[src/rtl/game_lfsr_rng.sv]
// Galois LFSR random source with a req/valid "random below limit" service using masked rejection sampling.
// Optional advance counter on step_count is built when GAME_LFSR_RNG_STEP_COUNT_EN is defined.
module game_lfsr_rng #(
  parameter int              WIDTH     = 16,
  parameter logic [WIDTH-1:0] TAPS     = WIDTH'(16'h100B),
  parameter logic [WIDTH-1:0] SEED     = WIDTH'(16'h1FFF),
  parameter int              OUT_W     = 8,
  parameter int              MAX_TRIES = 8
) (
  input  logic             clk,
  input  logic             reset,
  input  logic             enable,
  input  logic             load,
  input  logic [WIDTH-1:0] load_value,
  output logic [WIDTH-1:0] random,
  input  logic             req,
  input  logic [OUT_W-1:0] limit,
  output logic             busy,
  output logic             valid,
  output logic [OUT_W-1:0] value,
  output logic [31:0]      step_count
);

  // Handshake: req is taken only in IDLE (busy=0, valid=0); busy covers SAMPLE;
  // valid pulses for exactly one cycle in DONE and value holds between pulses.
  typedef enum logic [1:0] {IDLE, SAMPLE, DONE} state_t;
  state_t fsm_state;

  logic [OUT_W-1:0] lim;
  logic [OUT_W-1:0] mask;
  logic [7:0]       tries;
  logic [WIDTH-1:0] step_next;
  logic [OUT_W-1:0] cand;
  logic             sampling;
  logic             advance;

  // Smallest all-ones pattern covering lim-1, so a masked candidate is below 2*lim.
  function automatic logic [OUT_W-1:0] mask_of(input logic [OUT_W-1:0] l);
    logic [OUT_W-1:0] m;
    m = l - OUT_W'(1);
    for (int i = 1; i < OUT_W; i++) m = m | (m >> i);
    return m;
  endfunction

  assign step_next = {random[WIDTH-2:0], 1'b0} ^ (random[WIDTH-1] ? TAPS : '0);
  assign cand      = random[OUT_W-1:0] & mask;
  // A zero limit passes through SAMPLE without consuming LFSR state.
  assign sampling  = (fsm_state == SAMPLE) && (lim != '0);
  assign advance   = !load && (enable || sampling);

  always_ff @(posedge clk) begin
    if (reset) begin
      random <= SEED;
    end else if (load) begin
      random <= (load_value == '0) ? SEED : load_value;
    end else if (advance) begin
      random <= step_next;
    end
  end

`ifdef GAME_LFSR_RNG_STEP_COUNT_EN
  logic [31:0] step_cnt;
  always_ff @(posedge clk) begin
    if (reset) begin
      step_cnt <= '0;
    end else if (advance) begin
      step_cnt <= step_cnt + 32'd1;
    end
  end
  assign step_count = step_cnt;
`else
  assign step_count = '0;
`endif

  always_ff @(posedge clk) begin
    if (reset) begin
      fsm_state <= IDLE;
      busy      <= 1'b0;
      valid     <= 1'b0;
      value     <= '0;
      lim       <= '0;
      mask      <= '0;
      tries     <= '0;
    end else begin
      case (fsm_state)
        IDLE: begin
          valid <= 1'b0;
          if (req) begin
            lim       <= limit;
            mask      <= mask_of(limit);
            tries     <= '0;
            busy      <= 1'b1;
            fsm_state <= SAMPLE;
          end
        end
        SAMPLE: begin
          if (lim == '0) begin
            value     <= '0;
            busy      <= 1'b0;
            valid     <= 1'b1;
            fsm_state <= DONE;
          end else if (cand < lim) begin
            value     <= cand;
            busy      <= 1'b0;
            valid     <= 1'b1;
            fsm_state <= DONE;
          end else if (tries == 8'(MAX_TRIES - 1)) begin
            // mask < 2*lim, so cand - lim is already in range.
            value     <= cand - lim;
            busy      <= 1'b0;
            valid     <= 1'b1;
            fsm_state <= DONE;
          end else begin
            tries <= tries + 8'd1;
          end
        end
        DONE: begin
          valid     <= 1'b0;
          fsm_state <= IDLE;
        end
        default: begin
          busy      <= 1'b0;
          valid     <= 1'b0;
          fsm_state <= IDLE;
        end
      endcase
    end
  end

endmodule

[config.mk]
export PLATFORM = sky130hd
export DESIGN_NAME = game_lfsr_rng
export DESIGN_NICKNAME = d
export VERILOG_FILES = /design/src/rtl/game_lfsr_rng.sv
export SDC_FILE = /design/constraint.sdc
export NUM_CORES = 1
export LEC_CHECK = 0
export ABC_CLOCK_PERIOD_IN_PS = 7400
export BUFFER_PORTS_ARGS = -buffer_cell sky130_fd_sc_hd__buf_2
export CORE_MARGIN = 5
export CORE_UTILIZATION = 50
export CTS_BUF_LIST = sky130_fd_sc_hd__clkbuf_8
export DETAILED_ROUTE_END_ITERATION = 10
export PLACE_DENSITY = 0.77
export SETUP_SLACK_MARGIN = 0.1
export SYNTH_ARGS = -nofsm -noshare
export SYNTH_HDL_FRONTEND = slang
export SYNTH_SLANG_ARGS = --single-unit
[constraint.sdc]
create_clock -name clk -period 7.4 [get_ports clk]
set_input_delay 2.22 -clock clk [delete_from_list [all_inputs] [get_ports clk]]
set_output_delay 2.22 -clock clk [all_outputs]
set_load 0.05 [all_outputs]
After elaboration in Yosys (flattened, before gate mapping). Cells that the tools add are included. W data, S select, Z words.

Word-level logic and storage cells: 73. Input bits: 29. Bits in registers: 52.

Muxes and demuxes: 25. Equality and inequality tests: 8. Bitwise gates (word level): 11. $add $sub $neg: 3. Magnitude comparators: 1. Reductions and logical operators: 17.

Operators by type and width (count): $mux W8 (7); $mux W16 (3); $logic_not A16 Y1 (1); $pmux W8 S2 (1); $xor A16 B13 Y16 (1); $mux W13 (1); $add A8 B1 Y8 const B (1); $and A8 B8 Y8 (1); $eq A8 B3 Y1 const B (1); $logic_not A8 Y1 (1); $lt A8 B8 Y1 (1); $mux W2 (4); $ne A2 B2 Y1 const B (4); $or A8 B1 Y8 (1); $or A8 B2 Y8 (1); $or A8 B3 Y8 (1); $or A8 B4 Y8 (1); $or A8 B5 Y8 (1); $or A8 B6 Y8 (1); $or A8 B7 Y8 (1); $reduce_bool A8 Y1 (1); $sub A8 B1 Y8 const B (1); $sub A8 B8 Y8 (1); $mux W1 (7); other kinds (16) (21).

Depth between registers and ports, before layout.
Word-level depth: 8. Gate-level depth with buffers: 9.

Worst setup path before layout. OpenSTA, ideal clock, no wires.

Path kind: in2reg. Start: in load_value[8]. End: reg random[0]. Arrival: 3687 ps. Library setup time: 69 ps. Path buffers: 1. Stages on the path: 5. Path slack: 3643 ps. Cells stage by stage: or4_1 -> o41ai_4 -> buf_4 -> o22ai_1 -> o21ai_1.

Cells in the longest elaborated chain, start to end: 3.

RTL lines: start, declared (line 14) `input logic [WIDTH-1:0] load_value,`; $logic_not A16 Y1 (line 55) `random <= (load_value == '0) ? SEED : load_value;`; $mux W16 (line 55); $mux W16 (line 54) `end else if (load) begin`; end signal, assigned (line 55); end signal, assigned (line 57) `random <= step_next;`; end, declared (line 15) `output logic [WIDTH-1:0] random,`.

Every way passes these cells. A chain may end at the register's enable or synchronous reset.

Final worst setup path.
Start: in load_value[8]. End: reg random[15].

Same word-level chain as after synthesis.

==> metrics.md <==
| Metric | Value |
|---|---|
| Die width | 90.0 um |
| Internal | 0.464 mW |
| Hold Path Class | reg2reg |
| Worst slew pin tran | 1.11 ns |
| Post-synthesis sequential area ratio | 0.326 |
| CTS HTree Levels | 2 |
| Total gr overflow | 0 |
| Critical path type | in2reg |
| Clk sink count | 52 |
| Switching share of power | 0.403 |
| Routed met2 length | 3360 um |
| Placed Instances | 512 |
| Hold Crit Start | value[0]$_SDFFE_PP0P_ |
| Drt via density | 5.52 |
| Num ports | 87 |
| Async set-reset flop share out of synthesis | 0 |
| Fin nets | 483 |
| Clock transition at the registers of the reported paths | 0.09 ns |
| Post-synthesis mux area share | 0.0125 |
| Max-cap violations | 0 |
| Number of synthesized flops with an enable pin | 0 |
| Final Wtd Congestion | 0.850 |
| Simple-Gate Fraction of Synth Area | 0.203 |
| Clock share of power | 0.221 |
| XOR/XNOR share of the synthesized area | 0.0329 |
| TritonCTS clock tree | yes |
| Proportion of layout cells with a drive suffix above 1 | 0.160 |
| Crit path arrival time | 4.13 ns |
| Synth Flop Type | dfxtp_1 |
| Ant diodes | 0 |
| Crit. End Element | flip-flop |
| Detailed Route Iter0 Violations | 167 |
| Synth Area in Adders | 0.0493 |
| DP HPWL | 5610 um |
| FF-to-FF Start | random[0]$_SDFFE_PP1P_ |
| WL/cell | 14.0 um |
| Die Y | 90.0 um |
| Initial antenna violation count | 0 |
| R2R setup slack | 4.51 ns |
| Post-route DRC | 0 |
| YS warnings | 0 |
| Highest net fanout along the worst path | 16 |
| Postcts setup bufs | 0 |
| R2R Path End | tries[5]$_SDFFE_PP0P_ |
| Worst VDD drop | 99.7 uV |
| Slew margin rel. | 0.259 |
| Sw power | 0.312 mW |
| Hold Buf Count CTS | 0 |
| Setup TNS Final | 0 ns |
| Top Layer Used | met4 |
| Tmin final | 3.97 ns |
| Flop pwr share | 0.409 |
| Post-cts sizing count | 0 |
| Detailed Routing Iterations Pass 1 | 5 |
| Status | finished clean |
| Die area | 8100 um^2 |
| Setup-failing EPs final | 0 |
| Mapped Area | 3200 um^2 |
| Post-synth top area share | 0.326 |
| Setup ws final | 3.43 ns |
| Leak Pwr | 1.43 nW |
| Yosys cell types | 54 |
| Final period util | 0.536 |
| Largest net degree at the start of global routing | 48 |
| DRT met1 WL | 3400 um |
| CP Launch Type | input pin |
| Layout Utilization | 0.553 |
| Area contributors post-synth | dfxtp_1, buf_4, a21oi_1, ha_1, o22ai_1 |
| Starting Density | 0.509 |
| Skew-Pair Late Insertion Delay | 0.30 ns |
| Clk buf depth | 2 |
| Placement Setup Slack | 3.10 ns |
| Syn_area_per_cell | 8.06 um^2 |
| Number of global-route vias before repair | 2632 |
| Req. time, crit path | 7.56 ns |
| Gr usage total | 0.173 |
| Num CTS Buffers | 5 |
| Vias after detailed routing | 2871 |
| Mapped Cells | 397 |
| Post-Route WL | 7260 um |
| Max Fclk | 252 MHz |
| Synth Area in Compound Gates | 0.244 |
| DR WL met3 | 378 um |
| Port Buf Inserts | 54 |
| Non-filler cells, final | 520 |
| Synthesis-to-layout area growth | 8.49% |
| Worst hold slack | 0.479 ns |
| Hold path depth | 2 |
| Fin Clk Skew | 0.00582 ns |
| RSZ-0062 raised after global routing | false |
| Fin. max-slew vios | 0 |
| Largest area contributor in the netlist | dfxtp_1 |
| DRT antenna net count | 0 |
| Largest family of logic cells by synthesized area | compound AO/OA/AOI/OAI gates |
| R2r worst-path depth | 9 |
| Root buf cell | clkbuf_8 |
| Final Hold Fails | 0 |
| Standard-cell row count | 29 |
| Core footprint | 6280 um^2 |
| Yosys reg bits | 52 |
| First-pass GRT wire length | 12100 um |
| PwrDens | 224 nW/um^2 |
| Worst Hold Path EP | value[0]$_SDFFE_PP0P_ |
| Logic pwr share | 0.370 |
==> sequential cells by signal, indices dropped and copies added (netlist names) <==
register,flops
tries,8
value,8
lim,8
mask,8
valid,1
random,16
fsm_state,2
busy,1
==> per-layer routing <==
layer  track usage  vias up
met1         0.234     1328
li1              -     1445
met2         0.277       84
met3        0.0317       14
met4        0.0596        0
met5             0        -
==> power by group through the flow <==
stage / clock [mW] / sequential [mW] / combinational [mW]
floorplan: 0 / 0.359 / 0.205
global placement: 0 / 0.323 / 0.281
detailed placement: 0 / 0.324 / 0.284
CTS: 0.176 / 0.317 / 0.285
global route: 0.185 / 0.320 / 0.312
finish: 0.172 / 0.318 / 0.287
==> cell usage in the layout, fill, tap and decap left out, types with 3 or more instances in the layout <==
| cell type | count |
|---|---|
| o21ai_1 | 10 |
| inv_1 | 28 |
| o211ai_1 | 4 |
| nor2b_1 | 6 |
| o21a_1 | 4 |
| ha_1 | 11 |
| xnor2_1 | 3 |
| o21ai_0 | 9 |
| conb_1 | 32 |
| nand2b_1 | 7 |
| and2_1 | 9 |
| clkbuf_8 | 6 |
| or4_1 | 9 |
| nand2_1 | 25 |
| dfxtp_1 | 52 |
| a31oi_1 | 4 |
| a21oi_1 | 35 |
| nand3_1 | 11 |
| buf_2 | 54 |
| mux2i_1 | 4 |
| o21bai_1 | 3 |
| nor2_1 | 25 |
| a211oi_1 | 8 |
| nor3_1 | 5 |
| nand4b_1 | 3 |
| o22ai_1 | 19 |
| or3_1 | 6 |
| xor2_1 | 9 |
| nor4_1 | 5 |
| o221ai_1 | 8 |
==> through the flow <==
stage | instance area [um^2] | total power [mW]
floorplan | 3310 | 0.563
global placement | 3370 | 0.604
detailed placement | 3370 | 0.608
CTS | 3470 | 0.778
global route | 3470 | 0.817
finish | 3470 | 0.776
==> cell type report <==
cell class,instances,area (um^2)
fill,594,2810
multi-input combinational,300,1850
sequential,52,1040
timing repair buffer,55,278
inverter,28,105
tap,77,96.3
clock buffer,6,82.6
clock inverter,2,13.8
==> worst max-delay path by stage <==
| stage | start | end |
|---|---|---|
| 2_1_floorplan | load_value[8] | random[0]$_SDFFE_PP1P_ |
| 3_3_place_gp | load_value[8] | random[14]$_SDFFE_PP0P_ |
| 3_5_place_dp | load_value[8] | random[14]$_SDFFE_PP0P_ |
| 4_1_cts | load_value[8] | random[14]$_SDFFE_PP0P_ |
| 5_1_grt | load_value[8] | random[15]$_SDFFE_PP0P_ |
| 6_report | load_value[8] | random[15]$_SDFFE_PP0P_ |
==> worst max-delay path: stages <==
cell	delay (ns)
buf_2	0.11
or4_1	0.57
o41ai_4	0.82
o22ai_1	0.18
mux2i_1	0.16
nor2_1	0.06
==> cell families (layout without fill, tap and decap cells) <==
| kind of cell | after synthesis | in the layout |
|---|---|---|
| and+or+nand+nor | 122 | 122 |
| AOI/OAI and AO/OA | 118 | 118 |
| buffers and inverters | 76 | 91 |
| DFF | 52 | 52 |
| adders and majority gates | 12 | 12 |
| xor gates and xnor gates | 12 | 12 |
| muxes | 4 | 4 |
| other | 1 | 32 |
==> cell usage after synthesis (all sizes together), types with 9 or more instances <==
library cell / instances
and2: 9
dfxtp: 52
xor2: 9
o22ai: 19
clkbuf: 10
ha: 11
buf: 38
inv: 28
a211oi: 11
or4: 9
nor2: 25
nand3: 11
nand2: 25
a21oi: 36
o21ai: 19
Note: power is estimated with default switching activity, not from simulation.
